==> src/rtl/count_watch.sv <==
// count_watch: monitors a counter sample stream, raises a hysteresis alarm
// interrupt with level/ack handshake, and keeps wrap and peak statistics.
module count_watch #(
    parameter int CW     = 6,
    parameter int WRAP_W = 8
) (
    input  logic              clk,
    input  logic              rst,
    input  logic [CW-1:0]     count_in,
    input  logic              count_vld,
    input  logic [CW-1:0]     thr_hi,
    input  logic [CW-1:0]     thr_lo,
    input  logic              irq_ack,
    output logic              irq,
    output logic [1:0]        state,
    output logic              above,
    output logic [CW-1:0]     peak,
    output logic [WRAP_W-1:0] wrap_cnt,
    output logic [CW-1:0]     last_sample
);

    typedef enum logic [1:0] {
        ST_BELOW = 2'd0,
        ST_ALERT = 2'd1,
        ST_ABOVE = 2'd2,
        ST_HOLD  = 2'd3
    } state_t;

    localparam logic [WRAP_W-1:0] WRAP_MAX = {WRAP_W{1'b1}};

    function automatic logic [CW-1:0] umax(input logic [CW-1:0] a, input logic [CW-1:0] b);
        return (a > b) ? a : b;
    endfunction

    state_t            state_q, state_d;
    logic              irq_q, irq_d;
    logic              above_q, above_d;
    logic [CW-1:0]     peak_q, peak_d;
    logic [WRAP_W-1:0] wrap_q, wrap_d;
    logic [CW-1:0]     last_q, last_d;
    logic              first_q, first_d;
    logic [CW-1:0]     lo_e_s;
    logic              ack_acc_s;

    // A release threshold above the alarm threshold is clamped down to it.
    assign lo_e_s    = (thr_lo < thr_hi) ? thr_lo : thr_hi;
    assign ack_acc_s = irq_ack && (state_q == ST_ALERT);

    // Next-state and statistics computation.
    always_comb begin
        state_d = state_q;
        above_d = above_q;
        last_d  = last_q;
        first_d = first_q;
        wrap_d  = wrap_q;
        peak_d  = peak_q;

        if (count_vld) begin
            last_d  = count_in;
            first_d = 1'b1;
            above_d = (count_in >= lo_e_s);
            if (first_q && (count_in < last_q) && (wrap_q != WRAP_MAX)) begin
                wrap_d = wrap_q + {{(WRAP_W-1){1'b0}}, 1'b1};
            end else begin
                wrap_d = wrap_q;
            end
        end else begin
            last_d = last_q;
        end

        if (ack_acc_s) begin
            peak_d = count_vld ? count_in : {CW{1'b0}};
        end else if (count_vld) begin
            peak_d = umax(peak_q, count_in);
        end else begin
            peak_d = peak_q;
        end

        case (state_q)
            ST_BELOW: begin
                if (count_vld && (count_in >= thr_hi)) begin
                    state_d = ST_ALERT;
                end else begin
                    state_d = ST_BELOW;
                end
            end
            ST_ALERT: begin
                if (irq_ack) begin
                    state_d = ST_HOLD;
                end else begin
                    state_d = ST_ALERT;
                end
            end
            // HOLD uses the registered above flag, i.e. the sample seen before this cycle.
            ST_HOLD: begin
                if (above_q) begin
                    state_d = ST_ABOVE;
                end else begin
                    state_d = ST_BELOW;
                end
            end
            ST_ABOVE: begin
                if (count_vld && (count_in < lo_e_s)) begin
                    state_d = ST_BELOW;
                end else begin
                    state_d = ST_ABOVE;
                end
            end
            default: state_d = ST_BELOW;
        endcase

        irq_d = (state_d == ST_ALERT);
    end

    // State and statistics registers.
    always_ff @(posedge clk or negedge rst) begin
        if (!rst) begin
            state_q <= ST_BELOW;
            irq_q   <= 1'b0;
            above_q <= 1'b0;
            peak_q  <= {CW{1'b0}};
            wrap_q  <= {WRAP_W{1'b0}};
            last_q  <= {CW{1'b0}};
            first_q <= 1'b0;
        end else begin
            state_q <= state_d;
            irq_q   <= irq_d;
            above_q <= above_d;
            peak_q  <= peak_d;
            wrap_q  <= wrap_d;
            last_q  <= last_d;
            first_q <= first_d;
        end
    end

    assign irq         = irq_q;
    assign state       = state_q;
    assign above       = above_q;
    assign peak        = peak_q;
    assign wrap_cnt    = wrap_q;
    assign last_sample = last_q;

endmodule
==> config.mk <==
export PLATFORM = sky130hd
export DESIGN_NAME = count_watch
export DESIGN_NICKNAME = d
export VERILOG_FILES = /design/src/rtl/count_watch.sv
export SDC_FILE = /design/constraint.sdc
export NUM_CORES = 1
export LEC_CHECK = 0
export CAP_MARGIN = 20
export CORE_ASPECT_RATIO = 1.25
export CORE_MARGIN = 2
export CORE_UTILIZATION = 35
export CTS_CLUSTER_DIAMETER = 100
export DETAILED_ROUTE_END_ITERATION = 7
export GPL_ROUTABILITY_DRIVEN = 0
export SETUP_SLACK_MARGIN = 0.4
export SLEW_MARGIN = 15
export SYNTH_ARGS = -nofsm -noshare
export SYNTH_HDL_FRONTEND = slang
export SYNTH_SLANG_ARGS = --single-unit
export TNS_END_PERCENT = 50
==> constraint.sdc <==
create_clock -name clk -period 2.5 [get_ports clk]
set_clock_uncertainty 0.15 [all_clocks]
set_input_delay 0.375 -clock clk [delete_from_list [all_inputs] [get_ports clk]]
set_output_delay 0.375 -clock clk [all_outputs]
set_load 0.05 [all_outputs]
==> out/metrics.cfg, run 1 <==
[cts]
clkTransAtPathRegs_ns = 0.09
cts_buffers = 3
cts_buffer_depth = 2
cts_root_buf = clkbuf_8
cts_hold_buf = 0
cts_tree = yes
clk_latency_ns = 0.27
clkSinkCount = 25
htreeDepth = 1

[setup_path]
critPathMaxFanout = 4
reg2reg_to = peak[1]$_DFFE_PN0P_
reg2reg_slack_ns = 0.57
crit_path_start = thr_hi[2]
crit_arrival_ns = 2.29
r2r_cells = 7
worstSetupPathType = input port to register
cp-endpoint = above$_DFFE_PN0P_
start_kind = input port
worst_setup_path_end_kind = register
critPathRequiredTime_ns = 2.52
rr_startpoint = peak[5]$_DFFE_PN0P_

[power]
p_per_area_mw_per_mm2 = 839
total_leakage_power_nw = 1.28
vdd_drop_max_mv = 0.617

[global_routing]
gr-total-overflow = 0
track_usage_pct = 16.0
grt_start_max_net_pins = 26
antenna_found_initial = 0
grt_pass1_wl_um = 6910
grt_pass1_vias = 1540

[final_layout]
seq_area_um2 = 626
diodes = 0
drive_gt1_share_pct = 29.3
area_delta_synth_final_pct = 50.1
fin_util_pct = 55.2
layout.nets = 301
multi_input_area_mm2 = 0.00113
fillers = 459

[drt]
avgRoutedWirePerCell_um = 13.7
vias = 1506
ant_nets = 0
wl_um = 4220
vias_per_cell = 4.87
drt_iter0_drc = 36
dr.pass1.iters = 4
drc = 0

[synth]
ys_seq_elements = 25
synthDistinctLibCells = 37
syn-mean-instance-area_um2 = 10.2
synth_flop_cell = dfrtp_1
synth_async_sr_flop_share_pct = 100
synth_nets = 223
post-synth-top-area-fraction_pct = 35.7
ys_warn_count = 0
synth_area_mm2 = 0.00175
synth_enable_flop_cells = 0
synth_area_leaders = dfrtp_1, ha_1, inv_1, xnor2_1, a22o_1
syn_inst = 172
yosys.area.top_type = dfrtp_1
ys_seq_area_share_pct = 35.7

[die]
die_x_um = 67.3
dieArea_mm2 = 0.00559
core_mm2 = 0.00476
rows = 28
start_util_pct = 36.8
pin_count = 46
chipHeight_um = 83.1

[hold_path]
hold_class = input port to asynchronous set/reset pin

[sta]
finalSetupViolCount = 0
slew_viol_final = 0
fmax_mhz = 440
worst_slew_pin_slew_ns = 0.539
finalCritPeriodShare_pct = 90.9
slew_headroom_pct = 64.0
final-hold-violation-count = 0
period_minus_slack_ns = 2.27
rsz0062_at_grt = true
holdWs_ns = 0.307

[placement]
io_buffer_count = 45
hpwl_um = 3260

[run]
maxCapViolCount = 0

[outcome]
status = finished, final reports clean

## through the flow
stage	std cells	setup WS [ns]	instance area [um^2]	power (mW)	setup TNS, ns
5_1_grt	309	0.193	2630	2.35	0
3_5_place_dp	301	-0.657	2500	1.95	-1.30
2_1_floorplan	172	0.126	1800	1.47	0
3_3_place_gp	301	-0.677	2500	1.94	-1.33
6_report	309	0.229	2630	2.20	0
4_1_cts	307	0.228	2610	2.23	0
## worst max-delay path, stage by stage
cell             delay, ns
clkdlybuf4s15_2       0.20
inv_2                 0.09
ha_4                  0.20
a21oi_2               0.14
o21a_2                0.19
mux2i_1               0.20
ha_1                  0.26
a21o_1                0.20
a21oi_2               0.16
o221ai_2              0.12
o22a_1                0.16
## cell families after synthesis
kind of cell | Yosys count | synth area share [%]
adder cells (fa/ha/maj) | 29 | 20.7
flip-flops | 25 | 35.7
AND/OR/NAND/NOR | 42 | 13.3
AO/OA/AOI/OAI | 38 | 16.2
multiplexers | 9 | 5.64
buffers and inverters | 22 | 4.93
XOR/XNOR | 7 | 3.50
## cell usage in the layout, fill, tap and decap left out, drive strengths merged, types with 2 or more instances in the layout
cell type | synthesis | layout
a21o | 5 | 5
a21oi | 7 | 7
a22o | 6 | 6
a31oi | 3 | 3
and3 | 5 | 5
buf | 1 | 37
clkbuf | 1 | 5
clkdlybuf4s15 | 0 | 3
clkdlybuf4s50 | 0 | 27
dfrtp | 25 | 25
dlygate4sd2 | 0 | 5
ha | 29 | 29
inv | 20 | 20
mux2 | 4 | 4
mux2i | 5 | 5
nand2 | 13 | 13
nand2b | 3 | 3
nand3 | 7 | 7
nand4 | 3 | 3
nor2 | 4 | 4
nor2b | 2 | 2
o21ai | 10 | 10
xnor2 | 7 | 7
## area by class of cell
cell class                      count  area share, %
Clock buffer                        3           1.57
Clock inverter                      1          0.286
Inverter                           20           3.33
Multi-Input combinational cell    125           43.2
Sequential cell                    25           23.8
Tap cell                           60           2.86
Timing Repair Buffer               75           25.0
## metal layers
layer | track usage, % | routed length, um | vias up
li1 | - | - | 770
met1 | 21.0 | 1940 | 699
met2 | 27.4 | 2070 | 32
met3 | 1.36 | 152 | 5
met4 | 4.45 | 55 | 0
met5 | 0 | 0 | -
## cell usage after synthesis, types with 2 or more instances
cell	number
ha_1	29
dfrtp_1	25
inv_1	20
nand2_1	12
a21oi_1	7
nand3_1	7
xnor2_1	7
a22o_1	6
o21ai_0	6
a21o_1	5
and3_1	5
mux2i_1	5
nor2_1	4
o21ai_1	4
nand2b_1	3
nand4_1	3
a31oi_1	2
mux2_2	2
nor2b_1	2
## repair_timing
action                                  CTS  global route
endpoints found under the setup margin   14             8
pin swaps                                17            15
buffers inserted                          2             2
cloned                                    0             0
hold endpoints to repair                  0             0
resized for setup                        64             8
## sequential cells by signal, indices dropped and copies added, names as in the netlist
| register | count |
|---|---|
| state | 2 |
| peak | 6 |
| irq | 1 |
| wrap_cnt | 8 |
| above | 1 |
| first_q | 1 |
| last_sample | 6 |
## where the power goes
| group | total (mW) | internal, mW | leakage [nW] | switching, mW |
|---|---|---|---|---|
| Sequential | 0.657 | 0.530 | 0.307 | 0.127 |
| Clock | 0.244 | 0.113 | 0.0217 | 0.131 |
| Combinational | 1.30 | 0.530 | 0.950 | 0.773 |
| Total | 2.20 | 1.17 | 1.28 | 1.03 |
## worst min path at each step
stage	slack, ns	cells past startpoint	end
2_1_floorplan	-0.07	0	above$_DFFE_PN0P_
3_3_place_gp	0.33	1	first_q$_DFFE_PN0P_
3_5_place_dp	0.32	1	first_q$_DFFE_PN0P_
4_1_cts	0.31	2	wrap_cnt[5]$_DFFE_PN0P_
5_1_grt	0.35	2	wrap_cnt[3]$_DFFE_PN0P_
6_report	0.31	2	wrap_cnt[5]$_DFFE_PN0P_
Power figures use the tool's default switching activity.
==> inputs of run 2 (changes only) <==
- CAP_MARGIN: 20 -> 15
==> results of run 2 <==
No change in the layout: final DEF, timing and power equal those of run 1.
==> inputs of run 3 (changes only) <==
- CORE_UTILIZATION: 35 -> 63
- DONT_BUFFER_PORTS: not set -> 1
- PLACE_DENSITY: not set -> 0.79
==> run 3 against run 2 <==
Net effect:
- setup slack better by 0.19 ns
- utilization rose by 24 points
- design area shrank 20%
- highest routed layer unchanged
==> out/metrics.cfg, run 3 (synthesis gave the netlist of run 1 again) <==
[final_layout]
layout.nets = 249
fin_util_pct = 79.0
layout_commonest_cell = dfrtp_1
layout_common_cells = dfrtp_1, ha_1, inv_1, buf_4, nand2_1
diodes = 0
final_cells = 231
largest_register_ffs = 8
drive_gt1_share_pct = 25.9
area_delta_synth_final_pct = 19.7

[cts]
cts_root_buf = clkbuf_4
clkTransAtPathRegs_ns = 0.13
htreeDepth = 1
clk_latency_ns = 0.32
cts_tree = yes
cts_buffers = 3
cts_buffer_depth = 2
clkSinkCount = 25

[sta]
rsz0062_at_grt = true
slew_headroom_pct = 60.1
period_minus_slack_ns = 2.08
finalCritPeriodShare_pct = 83.1
worst_slew_pin_slew_ns = 0.599
slew_viol_final = 0
finalSetupViolCount = 0
final-hold-violation-count = 0
fmax_mhz = 481
setup_slack_ns = 0.421

[setup_path]
cp_top_family = compound AO/OA/AOI/OAI gates
critPathRequiredTime_ns = 2.58
crit_arrival_ns = 2.16
r2r_cells = 6
critical_path_buf_inv_count = 0
critPathMaxFanout = 3
crit_chain = ha_4 -> a21o_1 -> a21oi_2 -> o21a_2 -> mux2i_1 -> ha_1 -> a21o_1 -> a21oi_2 -> o221ai_2 -> o22a_1
cp_slowest_cell = ha_1
worst_setup_path_end_kind = register
start_kind = input port
worstSetupPathType = input port to register
worstSetupPathDepth = 10
slowest_delay_ns = 0.26

[placement]
dpl.cell_count = 222
hpwl_um = 3090
place_ws_ns = -0.0811
io_buffer_count = 0

[power]
vdd_drop_max_mv = 0.881
p_total_mw = 1.97
total_leakage_power_nw = 1.04
p_per_area_mw_per_mm2 = 938

[drt]
ant_nets = 0
drc = 0
wl_met3_um = 168
highest_layer = met4
wl_met1_um = 1590
vias = 1390
dr.pass1.iters = 4
vias_per_cell = 6.02
wl_um = 4060
drt_iter0_drc = 33
avgRoutedWirePerCell_um = 17.6
wl_met2_um = 2260

[die]
die_x_um = 51.2
start_util_pct = 66.0
pin_count = 46
dieArea_mm2 = 0.00322
core_mm2 = 0.00265
chipHeight_um = 63.0
rows = 21

[global_routing]
grt_pass1_wl_um = 6530
antenna_found_initial = 0
track_usage_pct = 26.8
grt_pass1_vias = 1469
grt_start_max_net_pins = 26
gr-total-overflow = 0

[hold_path]
hold_class = input port to register
whs_path_depth = 1

[run]
maxCapViolCount = 0

[outcome]
status = finished, final reports clean

-- run 3: cell count changes in the layout (fill, tap and decap cells not counted), sizes merged, moves of 2 or more --
cell	delta
clkbuf	-2
dlygate4sd3	+3
clkdlybuf4s15	-3
dlygate4sd2	-5
buf	-17
clkdlybuf4s50	-27
-- run 3: final timing paths --
path	slack [ns]	startpoint	end
setup / recovery	0.42	thr_lo[1]	above$_DFFE_PN0P_
hold / removal	0.005	count_vld	first_q$_DFFE_PN0P_
setup reg to reg	0.51	peak[1]$_DFFE_PN0P_	peak[5]$_DFFE_PN0P_
hold reg to reg	0.38	first_q$_DFFE_PN0P_	first_q$_DFFE_PN0P_
max in group asynchronous	1.42	rst	peak[1]$_DFFE_PN0P_
min in group asynchronous	0.39	rst	above$_DFFE_PN0P_
-- run 3: area by class of cell --
class / instances / area [um^2]
clock buffer: 3 / 22.5
clock inverter: 1 / 5.00
fill: 188 / 557
inverter: 20 / 95.1
multi-input combinational: 125 / 1120
sequential: 25 / 627
tap: 34 / 42.5
timing repair buffer: 23 / 185
-- run 3: timing repair --
| item | CTS | global route |
|---|---|---|
| resized for setup | 10 | 8 |
| cloned | 0 | 0 |
| endpoints found under the hold margin | 27 | 26 |
| pin swaps | 6 | 10 |
| hold buffers | 2 | 2 |
| setup buffers | 0 | 1 |
| endpoints found under the setup margin | 8 | 2 |
-- run 3: worst register-to-register path, stage by stage (launching register included) --
cell and delay [ns]:
dfrtp_2 0.55, ha_1 0.33, nor2b_1 0.13, o21bai_1 0.13, a31oi_1 0.13, nor2_1 0.32
a22o_1 0.21
-- run 3: stage by stage --
stage | setup TNS [ns] | area (um^2) | hold slack (ns)
floorplan | 0 | 1800 | -0.0706
global placement | 0 | 1960 | -0.0700
detailed placement | -0.161 | 1960 | -0.0701
CTS | 0 | 2040 | 0.00216
global route | 0 | 2100 | 0.00418
finish | 0 | 2100 | 0.00471
-- run 3: power breakdown --
group | switching (mW) | internal (mW)
logic | 0.655 | 0.383
clock network | 0.119 | 0.0600
registers | 0.221 | 0.528
total | 0.995 | 0.971
-- run 3: per-layer routing --
layer | vias to the layer above | track usage [%]
met3 | 7 | 3.83
met1 | 683 | 30.2
met4 | 0 | 8.11
met2 | 38 | 50.2
li1 | 662 | -
met5 | - | 0
